**config.mk**
```make
export PLATFORM = sky130hd
export DESIGN_NAME = updown_counter_bounded_flat
export DESIGN_NICKNAME = d
export VERILOG_FILES = /design/src/rtl/counter_pkg.sv /design/src/rtl/updown_counter_bounded_if.sv /design/src/rtl/counter_next_calc.sv /design/src/rtl/updown_counter_bounded.sv /design/src/flat_wrapper.sv
export SDC_FILE = /design/constraint.sdc
export NUM_CORES = 1
export LEC_CHECK = 0
export ABC_AREA = 1
export CAP_MARGIN = 15
export CORE_MARGIN = 1.5
export CORE_UTILIZATION = 60
export DETAILED_ROUTE_END_ITERATION = 10
export PLACE_DENSITY_LB_ADDON = 0.08
export SYNTH_ARGS = -nofsm -noshare
export SYNTH_HDL_FRONTEND = slang
export SYNTH_HIERARCHICAL = 1
export SYNTH_SLANG_ARGS = --single-unit
```
**constraint.sdc**
```tcl
create_clock -name clk -period 6.3 [get_ports clk]
set_input_delay 0.63 -clock clk [delete_from_list [all_inputs] [get_ports clk]]
set_output_delay 0.63 -clock clk [all_outputs]
set_load 0.1 [all_outputs]
```
**src/rtl/counter_pkg.sv**
```systemverilog
// Shared constants for the bounded up/down counter family.
// Gives meaningful names to the direction and saturate/wrap control bits.
package counter_pkg;

  localparam logic MODE_WRAP = 1'b0;
  localparam logic MODE_SAT  = 1'b1;

  localparam logic DIR_DOWN  = 1'b0;
  localparam logic DIR_UP    = 1'b1;

endpackage : counter_pkg

```
**src/rtl/updown_counter_bounded_if.sv**
```systemverilog
// Control/status bundle of the bounded up/down counter.
// The master drives controls and bounds; the slave (the counter) returns count and flags.
interface updown_counter_bounded_if #(
  parameter int WIDTH  = 8,
  parameter int STEP_W = 4
);

  logic              en;
  logic              up;
  logic [STEP_W-1:0] step;
  logic              sat;
  logic              clr;
  logic              load;
  logic [WIDTH-1:0]  load_val;
  logic [WIDTH-1:0]  lo;
  logic [WIDTH-1:0]  hi;

  logic [WIDTH-1:0]  q;
  logic              at_lo;
  logic              at_hi;
  logic              wrap;
  logic              hit;
  logic              cfg_err;

  modport master (
    output en, up, step, sat, clr, load, load_val, lo, hi,
    input  q, at_lo, at_hi, wrap, hit, cfg_err
  );

  modport slave (
    input  en, up, step, sat, clr, load, load_val, lo, hi,
    output q, at_lo, at_hi, wrap, hit, cfg_err
  );

endinterface : updown_counter_bounded_if

```
**src/rtl/counter_next_calc.sv**
```systemverilog
// Combinational next-count step for an in-range q: adds or subtracts step,
// then saturates or wraps at the [lo,hi] bounds and reports which one happened.
module counter_next_calc
  import counter_pkg::*;
#(
  parameter int WIDTH  = 8,
  parameter int STEP_W = 4
) (
  input  logic [WIDTH-1:0]  q,
  input  logic [STEP_W-1:0] step,
  input  logic              up,
  input  logic              sat,
  input  logic [WIDTH-1:0]  lo,
  input  logic [WIDTH-1:0]  hi,
  output logic [WIDTH-1:0]  q_nxt,
  output logic              wrap_nxt,
  output logic              hit_nxt
);

  // One extra bit so an overflow past 2^WIDTH-1 or a borrow below zero stays visible.
  logic [WIDTH:0] step_x;
  logic [WIDTH:0] sum;
  logic [WIDTH:0] diff;
  logic           borrow;

  assign step_x = (WIDTH+1)'(step);
  assign sum    = {1'b0, q} + step_x;
  assign diff   = {1'b0, q} - step_x;
  assign borrow = diff[WIDTH];

  // NOTE: every output gets a default first so no path through the block leaves it unassigned (no latch).
  always_comb begin
    q_nxt    = q;
    wrap_nxt = 1'b0;
    hit_nxt  = 1'b0;
    if (step != '0) begin
      if (up == DIR_UP) begin
        if (sum <= {1'b0, hi}) begin
          q_nxt = sum[WIDTH-1:0];
        end else if (sat == MODE_SAT) begin
          q_nxt   = hi;
          hit_nxt = 1'b1;
        end else begin
          q_nxt    = lo;
          wrap_nxt = 1'b1;
        end
      end else begin
        if (!borrow && (diff[WIDTH-1:0] >= lo)) begin
          q_nxt = diff[WIDTH-1:0];
        end else if (sat == MODE_SAT) begin
          q_nxt   = lo;
          hit_nxt = 1'b1;
        end else begin
          q_nxt    = hi;
          wrap_nxt = 1'b1;
        end
      end
    end
  end

endmodule : counter_next_calc

```
**src/rtl/updown_counter_bounded.sv**
```systemverilog
// Bounded up/down counter: registered count with clear/load/count priority,
// load clamping, out-of-range recovery and single-cycle wrap/hit pulses.
module updown_counter_bounded
  import counter_pkg::*;
#(
  parameter int               WIDTH   = 8,
  parameter int               STEP_W  = 4,
  parameter logic [WIDTH-1:0] RST_VAL = '0
) (
  input logic                     clk,
  input logic                     rst,
  updown_counter_bounded_if.slave bus
);

  logic [WIDTH-1:0] q_r;
  logic [WIDTH-1:0] q_d;
  logic             wrap_r;
  logic             wrap_d;
  logic             hit_r;
  logic             hit_d;

  logic             cfg_err;
  logic [WIDTH-1:0] load_clamped;
  logic [WIDTH-1:0] calc_q;
  logic             calc_wrap;
  logic             calc_hit;

  assign cfg_err = bus.lo > bus.hi;

  assign load_clamped = (bus.load_val < bus.lo) ? bus.lo :
                        (bus.load_val > bus.hi) ? bus.hi : bus.load_val;

  counter_next_calc #(
    .WIDTH  (WIDTH),
    .STEP_W (STEP_W)
  ) u_next (
    .q        (q_r),
    .step     (bus.step),
    .up       (bus.up),
    .sat      (bus.sat),
    .lo       (bus.lo),
    .hi       (bus.hi),
    .q_nxt    (calc_q),
    .wrap_nxt (calc_wrap),
    .hit_nxt  (calc_hit)
  );

  always_comb begin
    q_d    = q_r;
    wrap_d = 1'b0;
    hit_d  = 1'b0;
    if (bus.clr) begin
      q_d = bus.lo;
    end else if (bus.load) begin
      // With inverted bounds there is no valid range to clamp into.
      q_d = cfg_err ? bus.load_val : load_clamped;
    end else if (!cfg_err && bus.en) begin
      // Bounds moved under q: snap back to the violated bound before counting again.
      if (q_r < bus.lo) begin
        q_d = bus.lo;
      end else if (q_r > bus.hi) begin
        q_d = bus.hi;
      end else begin
        q_d    = calc_q;
        wrap_d = calc_wrap;
        hit_d  = calc_hit;
      end
    end
  end

  // NOTE: state registers use non-blocking assignments so every flop samples pre-edge values.
  always_ff @(posedge clk or posedge rst) begin
    if (rst) begin
      q_r    <= RST_VAL;
      wrap_r <= 1'b0;
      hit_r  <= 1'b0;
    end else begin
      q_r    <= q_d;
      wrap_r <= wrap_d;
      hit_r  <= hit_d;
    end
  end

  assign bus.q       = q_r;
  assign bus.wrap    = wrap_r;
  assign bus.hit     = hit_r;
  assign bus.at_lo   = (q_r == bus.lo);
  assign bus.at_hi   = (q_r == bus.hi);
  assign bus.cfg_err = cfg_err;

endmodule : updown_counter_bounded

```
**src/flat_wrapper.sv**
```systemverilog
// flat-port wrapper written by rule: the top's interface ports become plain ports
module updown_counter_bounded_flat import counter_pkg::*;
#(
  parameter int               WIDTH   = 8,
  parameter int               STEP_W  = 4,
  parameter logic [WIDTH-1:0] RST_VAL = '0
)
  (clk, rst, bus_en, bus_up, bus_step, bus_sat, bus_clr, bus_load, bus_load_val, bus_lo, bus_hi, bus_q, bus_at_lo, bus_at_hi, bus_wrap, bus_hit, bus_cfg_err);
  updown_counter_bounded_if #(.WIDTH(WIDTH), .STEP_W(STEP_W)) bus_i ();
  input logic clk;
  input logic rst;
  input wire logic [$bits(bus_i.en)-1:0] bus_en;
  input wire logic [$bits(bus_i.up)-1:0] bus_up;
  input wire logic [$bits(bus_i.step)-1:0] bus_step;
  input wire logic [$bits(bus_i.sat)-1:0] bus_sat;
  input wire logic [$bits(bus_i.clr)-1:0] bus_clr;
  input wire logic [$bits(bus_i.load)-1:0] bus_load;
  input wire logic [$bits(bus_i.load_val)-1:0] bus_load_val;
  input wire logic [$bits(bus_i.lo)-1:0] bus_lo;
  input wire logic [$bits(bus_i.hi)-1:0] bus_hi;
  output wire logic [$bits(bus_i.q)-1:0] bus_q;
  output wire logic [$bits(bus_i.at_lo)-1:0] bus_at_lo;
  output wire logic [$bits(bus_i.at_hi)-1:0] bus_at_hi;
  output wire logic [$bits(bus_i.wrap)-1:0] bus_wrap;
  output wire logic [$bits(bus_i.hit)-1:0] bus_hit;
  output wire logic [$bits(bus_i.cfg_err)-1:0] bus_cfg_err;
  assign bus_i.en = bus_en;
  assign bus_i.up = bus_up;
  assign bus_i.step = bus_step;
  assign bus_i.sat = bus_sat;
  assign bus_i.clr = bus_clr;
  assign bus_i.load = bus_load;
  assign bus_i.load_val = bus_load_val;
  assign bus_i.lo = bus_lo;
  assign bus_i.hi = bus_hi;
  assign bus_q = bus_i.q;
  assign bus_at_lo = bus_i.at_lo;
  assign bus_at_hi = bus_i.at_hi;
  assign bus_wrap = bus_i.wrap;
  assign bus_hit = bus_i.hit;
  assign bus_cfg_err = bus_i.cfg_err;
  updown_counter_bounded #(.WIDTH(WIDTH), .STEP_W(STEP_W), .RST_VAL(RST_VAL)) u_core (.clk(clk), .rst(rst), .bus(bus_i));
endmodule
```
==> results.toml, run 1 <==
[global_route]
grt_overflow = 0
grt_pass1_wl_mm = 19.9
grt_max_degree = 36
antenna_found_initial = 0
grt_pass1_vias = 4188
grt.total_usage_pct = 35.3

[clock_tree]
htree_levels = 1
numCtsBuffers = 3
cts-root-buf = "clkbuf_8"
clock_insertion_delay_worst_skew_ns = 0.24
cts_tree = "yes"
cts_sinks = 10
cts_resized = 0
ctsHoldBuffers = 0
clockBufferDepth = 2
path_clk_slew_ns = 0.05
cts_setup_buffers = 0

[final_layout]
fin_nets = 811
drive_gt1_share_pct = 8.31
fill_cells = 592
area_growth_syn_to_layout_pct = 13.2
final_cell_area_sq_um = 4440
antenna_cells = 0

[timing]
fmax_mhz = 243
finalCriticalPeriod_ns = 4.11
period_share_pct = 65.2
hold_viol_final = 0
final-setup-viol-count = 0
worst-slew-pin-transition_ns = 0.997
relSlewSlack_pct = 33.3
finalMaxSlewViolations = 0
fin_skew_ns = 0.00368
fin_setup_tns_ns = 0
rsz0062_at_grt = "false"

[detailed_routing]
finalWirelength_mm = 12.4
routedWlPerCell_um = 15.7
viasPerCell = 5.73
drt_iter0_drc = 308
vias = 4508
drtAntennaViolNets = 0
route.detailed.drc = 0
drt_first_pass_iters = 5

[logic_synthesis]
synthArstFlopShare_pct = 100
ys.flop_type = "dfrtp_1"
synth_seq_cells = 10
yosysSeqAreaShare_pct = 6.38
ys_warn_count = 6
syn_area_per_cell_sq_um = 5.82
syn-num-nets = 774
synth_area_leaders = "nand2_1 23%, ha_1 20%, nand3_1 11%"
synth_top_area_share_pct = 23.1
synth_area_leader_cell = "nand2_1"
yosys.cell_types.count = 42
postSynthCellCount = 674
syn-cell-area_sq_um = 3920
synthTopCellsByCount = "241 x nand2_1, 104 x inv_1, 84 x nand3_1, 63 x ha_1, 32 x a21oi_1"
synth_edf_count = 0
synth_most_common_cell = "nand2_1"

[job]
maxCapViolations = 0

[place]
dp_hpwl_mm = 10.1
io_buffer_count = 47
gp_congestion = 1.00
place_area_sq_um = 4380

[hold_path]
hold_path.class = "flip-flop to flip-flop"
hp-start = "u_core/bus.q[0]"
hold_path_end = "u_core/bus.q[0]"
whs_path_depth = 2

[worst_setup_path]
crit_path_end_kind = "output port"
cp_cell_sequence = "clkdlybuf4s50_1 -> inv_1 -> ha_1 -> nand2_2 -> nor2_4 -> nand2_1 -> nand2_2 -> nand2_4 -> inv_1 -> clkdlybuf4s50_1"
crit_required_ns = 5.67
r2r-start = "u_core/bus.q[1]"
reg2reg_depth = 26
r2r-end = "u_core/bus.q[2]"
cp_slowest_stage_delay_ns = 1.12
reg2reg_slack_ns = 2.63
crit_type = "primary input to output port"
start_kind = "primary input"
cp_slowest_cell = "clkdlybuf4s50_1"
worstPathMaxFanout = 17
crit_arrival_ns = 3.48

[floorplanning]
row_count = 29
design.portCount = 48
coreArea_sq_um = 6310
die_area_sq_um = 7030
dieHeight_um = 83.8
die_x_um = 83.8
initial_core_util_pct = 62.1

[power_and_ir_drop]
power_density_nw_per_um2 = 213
power.leakage_nw = 2.59
vdd_drop_max_mv = 0.238

[status]
status = "finished clean"
==> layout by cell type (no fill, tap or decap), types with 9 or more instances in the layout <==
cell type / count
nand2_1: 241
inv_1: 104
nand3_1: 84
ha_1: 63
clkdlybuf4s50_1: 47
a21oi_1: 32
nor2_1: 25
o21ai_0: 15
nand2_2: 11
dfrtp_1: 10
nand2_4: 9
inv_2: 9
==> through the flow <==
step	worst slack [ns]	power [mW]	hold WS, ns	instances	utilization [%]
floorplan	2.05	0.666	0.470	674	-
global placement	2.14	0.831	0.599	783	69.4
detailed placement	2.04	0.847	0.622	783	69.4
CTS	2.21	0.933	0.635	787	70.3
global route	1.85	1.04	0.664	787	70.3
finish	2.19	0.946	0.636	787	70.3
==> layer usage <==
| layer | track usage (%) | up-vias | routed length, um |
|---|---|---|---|
| met5 | 0 | - | 0 |
| met4 | 17.6 | 0 | 618 |
| met3 | 2.37 | 42 | 812 |
| met2 | 63.0 | 237 | 6080 |
| met1 | 42.6 | 2011 | 4870 |
| li1 | - | 2218 | - |
==> report_power, final <==
part / internal (mW) / total (mW) / leakage, nW / switching [mW]
Sequential: 0.0732 / 0.108 / 0.121 / 0.0351
Clock: 0.0551 / 0.0823 / 0.0288 / 0.0272
Combinational: 0.250 / 0.755 / 2.44 / 0.505
Total: 0.379 / 0.946 / 2.59 / 0.567
==> worst max-delay path, delay by kind of cell <==
kind                       cells  cell delay (ns)
buffers and inverters          4             1.99
adders and majority gates      1             0.33
and+or+nand+nor                5             0.52
==> how the worst max path moves through the flow <==
stage / startpoint / to / cells after the start
after detailed placement: bus_step[0] / u_core/bus.q[2] / 28
after global routing: bus_step[0] / u_core/bus.q[3] / 28
after CTS: bus_lo[6] / bus_at_lo / 8
after floorplan: u_core/bus.q[7] / bus_at_lo / 5
after global placement: bus_step[0] / u_core/bus.q[4] / 28
final: bus_hi[7] / bus_cfg_err / 10
==> registers in the layout (all words and copies together) (netlist names) <==
signal and flops:
u_core/bus.q 8, u_core/bus.wrap 1, u_core/bus.hit 1
==> kinds of logic after synthesis <==
group | synth area share, %
DFF | 6.38
xor gates and xnor gates | 0.894
AOI/OAI and AO/OA | 11.1
and+or+nand+nor | 46.4
buffers and inverters | 14.1
adders and majority gates | 21.1
==> final cells by class <==
| class | instances | area (sq um) | area share, % |
|---|---|---|---|
| multi-input combinational | 532 | 3120 | 70.3 |
| timing repair buffer | 48 | 478 | 10.8 |
| inverter | 116 | 440 | 9.92 |
| sequential | 10 | 250 | 5.64 |
| tap | 77 | 96.3 | 2.17 |
| clock buffer | 4 | 55.1 | 1.24 |
Note: power is estimated with default switching activity, not from simulation.
==> inputs of run 2 (changes only) <==
--- a/config.mk
+++ b/config.mk
@@ -8,7 +8,7 @@
 export ABC_AREA = 1
 export CAP_MARGIN = 15
 export CORE_MARGIN = 1.5
-export CORE_UTILIZATION = 60
+export CORE_UTILIZATION = 59
 export DETAILED_ROUTE_END_ITERATION = 10
 export PLACE_DENSITY_LB_ADDON = 0.08
 export SYNTH_ARGS = -nofsm -noshare
==> constraint.sdc (replaced) <==
create_clock -name clk -period 3.83 [get_ports clk]
set_input_delay 0.383 -clock clk [delete_from_list [all_inputs] [get_ports clk]]
set_output_delay 0.383 -clock clk [all_outputs]
set_load 0.1 [all_outputs]
==> run 2 against run 1 <==
Worst hold slack worse by 0.21 ns. Register-to-register slack worse by 2.3 ns. Total power up 82%. Critical path depth up 14. Clock skew down 0.0015 ns. Design area up 7.1%. Utilization up 4.1 points. Flip-flop and latch count unchanged. Sequential share of layout area down 0.37 points. Non-clock buffer count up 28. Wire length up 5.1%. Combinational power up 89%. Critical path type is now primary input to flip-flop. Highest routed layer unchanged.
==> results.toml, run 2 (synthesis results as in run 1) <==
[status]
status = "finished clean"

[timing]
finalCriticalPeriod_ns = 3.64
finalMaxSlewViolations = 0
final-setup-viol-count = 0
fin_skew_ns = 0.00217
hold_ws_ns = 0.421
fmax_mhz = 275
period_share_pct = 95.1
worst-slew-pin-transition_ns = 1.02
hold_viol_final = 0
relSlewSlack_pct = 32.0

[clock_tree]
clock_insertion_delay_worst_skew_ns = 0.24
cts-root-buf = "clkbuf_8"
ctsHoldBuffers = 0
path_clk_slew_ns = 0.05
htree_levels = 1
cts_tree = "yes"
clockBufferDepth = 2
cts_sinks = 10
numCtsBuffers = 3

[floorplanning]
design.portCount = 48
initial_core_util_pct = 61.4
row_count = 29
coreArea_sq_um = 6390
dieHeight_um = 84.5
die_x_um = 84.5
die_area_sq_um = 7140

[place]
gp_congestion = 0.969
io_buffer_count = 47
dp_hpwl_mm = 10.4
place_area_sq_um = 4580
dp.cells = 810

[worst_setup_path]
reg2reg_depth = 23
startpoint = "bus_step[0]"
start_kind = "primary input"
cp.depth = 24
cp_common_cell = "nand2_1"
crit_type = "primary input to flip-flop"
worstPathMaxFanout = 5
path_delay_family = "simple AND/OR/NAND/NOR gates"
crit_arrival_ns = 3.77
reg2reg_slack_ns = 0.32
crit_buf_inv = 3
crit_end = "u_core/bus.q[4]"
cp_slowest_cell = "clkdlybuf4s50_1"
r2r-end = "u_core/bus.q[4]"
crit_required_ns = 3.96
crit_path_end_kind = "flip-flop"
cp_slowest_stage_delay_ns = 0.48
r2r-start = "u_core/bus.q[0]"
cp_cell_sequence = "clkdlybuf4s50_1 -> ha_2 -> inv_1 -> fa_2 -> nor3_1 -> nor2_1 -> xor2_1 -> inv_1 -> ha_1 -> nand2_1 -> nor2_2 -> nand4_1 -> nand2_4 -> nand3_1 -> nand3_1 -> nand2_1 -> nand2_1 -> nand2_1 -> nand2_1 -> nand3_1 -> a21oi_2 -> nand2_1 -> nand2_1 -> nand2_1"

[final_layout]
fin_cells = 817
largest_reg_flops = 8
final_common_cell = "nand2_1"
antenna_cells = 0
final_cell_area_sq_um = 4750
fin_nets = 841
fill_cells = 560
final_cell_mix = "238 x nand2_1, 101 x inv_1, 83 x nand3_1, 59 x ha_1, 43 x clkdlybuf4s50_1"
drive_gt1_share_pct = 15.0
area_growth_syn_to_layout_pct = 21.3

[job]
maxCapViolations = 0

[detailed_routing]
finalWirelength_mm = 13.0
routedWlPerCell_um = 15.9
drt_iter0_drc = 349
viasPerCell = 5.78
drtAntennaViolNets = 0
route.detailed.drc = 0
drt_first_pass_iters = 6
vias = 4725

[global_route]
grtUsageMet2_pct = 63.1
grt_pass1_vias = 4376
antenna_found_initial = 0
grt_use_met3_pct = 3.93
busiest_layer = "met2"
grt_max_degree = 36
grt_overflow = 0
grt_pass1_wl_mm = 20.5
grt_use_met1_pct = 41.8
grt.total_usage_pct = 35.7

[power_and_ir_drop]
vdd_drop_max_mv = 0.317
power.leakage_nw = 2.74
finalPower_mw = 1.72
power_density_nw_per_um2 = 362

[hold_path]
hold_path.class = "primary input to asynchronous set/reset pin"
[run 2: cell count changes in the layout (fill, tap and decap cells not counted), sizes merged]
cell           previous run  this run
nand2                   262       264
clkdlybuf4s50            47        43
buf                       1        32
dlymetal6s2s              0         1
[run 2: worst min-delay path by stage]
stage	cells past startpoint	to	slack (ns)	start
after floorplan	1	u_core/bus.hit	0.22	rst
after global placement	2	u_core/bus.q[0]	0.58	u_core/bus.q[0]
after detailed placement	2	u_core/bus.q[0]	0.62	u_core/bus.q[0]
after CTS	2	u_core/bus.q[7]	0.43	rst
after global routing	2	u_core/bus.q[5]	0.45	rst
final	2	u_core/bus.q[5]	0.42	rst
[run 2: routing by layer]
metal	wire length [um]	share of wire, %
met4	780	6.0
met3	1060	8.1
met1	4880	38
met2	6290	48
met5	0	0
[run 2: worst register-to-register path, stage by stage (launching register included)]
cell and delay [ns]:
dfrtp_1 0.45, ha_2 0.22, inv_1 0.05, fa_2 0.36
nor3_1 0.19, nor2_1 0.07, xor2_1 0.17, inv_1 0.07
ha_1 0.30, nand2_1 0.08, nor2_2 0.10, nand4_1 0.24
nand2_4 0.17, nand3_1 0.13, nand3_1 0.11, nand2_1 0.07
nand2_1 0.06, nand2_1 0.05, nand2_1 0.06, nand3_1 0.11
a21oi_2 0.14, nand2_1 0.09, nand2_1 0.06, nand2_1 0.05
[run 2: timing repair]
action | in CTS | in global routing
hold endpoints to repair | 0 | 0
buffers inserted | 0 | 1
setup endpoints to repair | 0 | 8
resized for setup | 0 | 24
[run 2: cell type report]
| class | count | area, sq um | area share (%) |
|---|---|---|---|
| Sequential cell | 10 | 250 | 5.26 |
| Tap cell | 77 | 96.3 | 2.03 |
| Multi-Input combinational cell | 534 | 3230 | 67.9 |
| Inverter | 116 | 440 | 9.27 |
| Timing Repair Buffer | 76 | 683 | 14.4 |
| Clock buffer | 4 | 55.1 | 1.16 |
[run 2: where the power goes]
part           switching [mW]  internal, mW
combinational           0.907         0.521
sequential             0.0396         0.121
clock                  0.0422        0.0904
[run 2: through the flow]
stage / setup WS, ns / util [%] / setup TNS (ns)
3_3_place_gp: 0.0465 / 71.8 / 0
3_5_place_dp: -0.0265 / 71.8 / -0.0265
6_report: 0.187 / 74.4 / 0
5_1_grt: -0.0429 / 74.4 / -0.111
2_1_floorplan: 0.129 / - / 0
4_1_cts: 0.195 / 72.6 / 0
==> inputs of run 3 (changes only) <==
--- a/config.mk
+++ b/config.mk
@@ -5,10 +5,10 @@
 export SDC_FILE = /design/constraint.sdc
 export NUM_CORES = 1
 export LEC_CHECK = 0
-export ABC_AREA = 1
 export CAP_MARGIN = 15
 export CORE_MARGIN = 1.5
-export CORE_UTILIZATION = 59
+export CORE_UTILIZATION = 57
+export CTS_BUF_LIST = sky130_fd_sc_hd__clkbuf_4 sky130_fd_sc_hd__clkbuf_8
 export DETAILED_ROUTE_END_ITERATION = 10
 export PLACE_DENSITY_LB_ADDON = 0.08
 export SYNTH_ARGS = -nofsm -noshare
==> run 3 against run 2 <==
Critical endpoint unchanged. Non-clock buffer count grew 41. The flow now finishes with violations (setup timing). Critical path type is now flip-flop to flip-flop. Wire length fell by 4.7%. Global-route usage barely moved.
==> results.toml, run 3 <==
[clock_tree]
ctsHoldBuffers = 0
cts_tree = "yes"
clock_insertion_delay_worst_skew_ns = 0.24
cts_sinks = 10
numCtsBuffers = 3
cts-root-buf = "clkbuf_8"
clockBufferDepth = 2
path_clk_slew_ns = 0.05
htree_levels = 1

[logic_synthesis]
postSynthCellCount = 431
synth_area_leaders = "ha_1 24%, dfrtp_1 7.5%, inv_1 5.2%"
yosysSeqAreaShare_pct = 7.52
synthTopCellsByCount = "63 x ha_1, 46 x inv_1, 42 x nand2_1, 37 x nor2_1, 31 x a21oi_1"
yosys.cell_types.count = 64
syn-num-nets = 531
ys.flop_type = "dfrtp_1"
synthArstFlopShare_pct = 100
synth_most_common_cell = "ha_1"
synth_seq_cells = 10
syn_area_per_cell_sq_um = 7.72
synth_area_leader_cell = "ha_1"
synth_top_area_share_pct = 23.7
ys_warn_count = 6
synth_edf_count = 0
syn-cell-area_sq_um = 3330

[worst_setup_path]
cp_cell_sequence = "inv_4 -> ha_4 -> inv_2 -> fa_2 -> buf_4 -> xor2_1 -> ha_1 -> a211oi_1 -> o21ai_1 -> a211oi_2 -> buf_4 -> buf_4 -> o221ai_1 -> o21ai_0 -> o211ai_1 -> a221o_1 -> a21oi_2 -> o41ai_2"
startpoint = "u_core/bus.q[0]"
cp_slowest_cell = "dfrtp_4"
r2r-end = "u_core/bus.q[4]"
cp_common_cell = "buf_4"
cp_slowest_stage_delay_ns = 0.50
crit_path_end_kind = "flip-flop"
crit_buf_inv = 5
path_delay_family = "compound AO/OA/AOI/OAI gates"
r2r-start = "u_core/bus.q[0]"
crit_arrival_ns = 4.18
cp.depth = 18
crit_type = "flip-flop to flip-flop"
crit_end = "u_core/bus.q[4]"
crit_required_ns = 3.94
reg2reg_depth = 18
start_kind = "flip-flop"
worstPathMaxFanout = 6
reg2reg_slack_ns = -0.24

[final_layout]
antenna_cells = 0
largest_reg_flops = 8
drive_gt1_share_pct = 26.3
area_growth_syn_to_layout_pct = 38.3
fin_cells = 608
fin_nets = 637
final_common_cell = "buf_4"
final_cell_mix = "71 x buf_4, 58 x ha_1, 42 x nand2_1, 41 x clkdlybuf4s50_1, 39 x inv_1"

[global_route]
grt_use_met3_pct = 5.49
grt_max_degree = 17
grt_use_met1_pct = 48.1
grt_overflow = 0
antenna_found_initial = 0
grt_pass1_vias = 3616
grt_pass1_wl_mm = 17.6
grtUsageMet2_pct = 59.9
busiest_layer = "met2"
grt.total_usage_pct = 35.7

[power_and_ir_drop]
p_int_mw = 0.980
power_density_nw_per_um2 = 434
p_sw_mw = 1.02
power_frac_comb_pct = 84.3
finalPower_mw = 2.00
seqPwrFrac_pct = 9.0
vdd_drop_max_mv = 0.292
p_sw_share_pct = 51.0
pwr-share-clk_pct = 6.7
power.leakage_nw = 2.15

[timing]
hold_viol_final = 0
period_share_pct = 106
final-setup-viol-count = 6
finalMaxSlewViolations = 0
fmax_mhz = 246
finalCriticalPeriod_ns = 4.07
fin_skew_ns = 0.00658
fin_setup_tns_ns = -1.21
rsz0062_at_grt = "true"
relSlewSlack_pct = 34.9
hold_ws_ns = 0.441
worst-slew-pin-transition_ns = 0.973
fin_ws_ns = -0.239

[detailed_routing]
viasPerCell = 6.69
drt_first_pass_iters = 7
vias = 4066
finalWirelength_mm = 12.4
drtAntennaViolNets = 0
routedWlPerCell_um = 20.4
drt_iter0_drc = 708
route.detailed.drc = 0

[place]
dpl_worst_slack_ns = -0.586
io_buffer_count = 47
dp.cells = 587
dp_hpwl_mm = 9.03
gp_congestion = 0.953

[floorplanning]
initial_core_util_pct = 59.7
design.portCount = 48
dieHeight_um = 79.4
row_count = 27
die_x_um = 79.4
die_area_sq_um = 6300
coreArea_sq_um = 5570

[hold_path]
hold_path.class = "primary input to asynchronous set/reset pin"

[job]
maxCapViolations = 0

[status]
status = "complete, but fails checks"
violations = "setup timing"
run 3: cell count changes in the layout (fill, tap and decap cells not counted), sizes merged, moves of 7 or more:
cell    previous run  this run
inv              115        46
nand2            264        42
mux2i              0        14
nor2              30        38
a221oi             0         8
o211ai             1         8
nor2b              0         8
a21oi             40        31
nand3             85         5
buf               32        73
run 3: layout make-up:
class	count	area [sq um]
tap	72	90.1
clock buffer	4	55.1
timing repair buffer	117	1000
sequential	10	267
inverter	46	175
multi-input combinational	359	3010
fill	373	972
run 3: worst min path at each step:
stage	slack, ns	endpoint	from	cells after the start
2_1_floorplan	0.22	u_core/bus.hit	rst	1
3_3_place_gp	0.61	u_core/bus.q[1]	u_core/bus.q[1]	2
3_5_place_dp	0.61	u_core/bus.q[1]	u_core/bus.q[1]	2
4_1_cts	0.44	u_core/bus.wrap	rst	2
5_1_grt	0.50	u_core/bus.q[1]	rst	2
6_report	0.44	u_core/bus.hit	rst	2
run 3: timing repair:
action	CTS	global route
gates resized for setup	13	27
pin swaps	9	29
setup buffers	7	10
endpoints found under the setup margin	8	8
run 3: per-stage QoR:
step                      cell area, sq um  utilization (%)
after floorplan                       3410                -
after global placement                4270             76.7
after detailed placement              4270             76.7
after CTS                             4410             79.2
after global routing                  4600             82.6
final                                 4600             82.6
run 3: power by group through the flow:
stage | clock [mW] | sequential, mW | combinational, mW
final | 0.134 | 0.179 | 1.69
after global routing | 0.138 | 0.182 | 1.77
after CTS | 0.135 | 0.175 | 1.49
after detailed placement | 0 | 0.179 | 1.41
after global placement | 0 | 0.179 | 1.37
after floorplan | 0 | 0.298 | 0.809
run 3: cell families after synthesis:
kind of cell             synth area share [%]
AO/OA/AOI/OAI                            32.2
XOR/XNOR                                 2.90
adder cells (fa/ha/maj)                  24.9
buffers and inverters                    7.97
flip-flops                               7.52
multiplexers                             4.89
AND/OR/NAND/NOR                          19.6
run 3: routing by layer:
metal / up-vias / part of all wire, %
li1: 1828 / -
met1: 1869 / 41
met2: 296 / 44
met3: 73 / 10
met4: 0 / 4.6
met5: - / 0
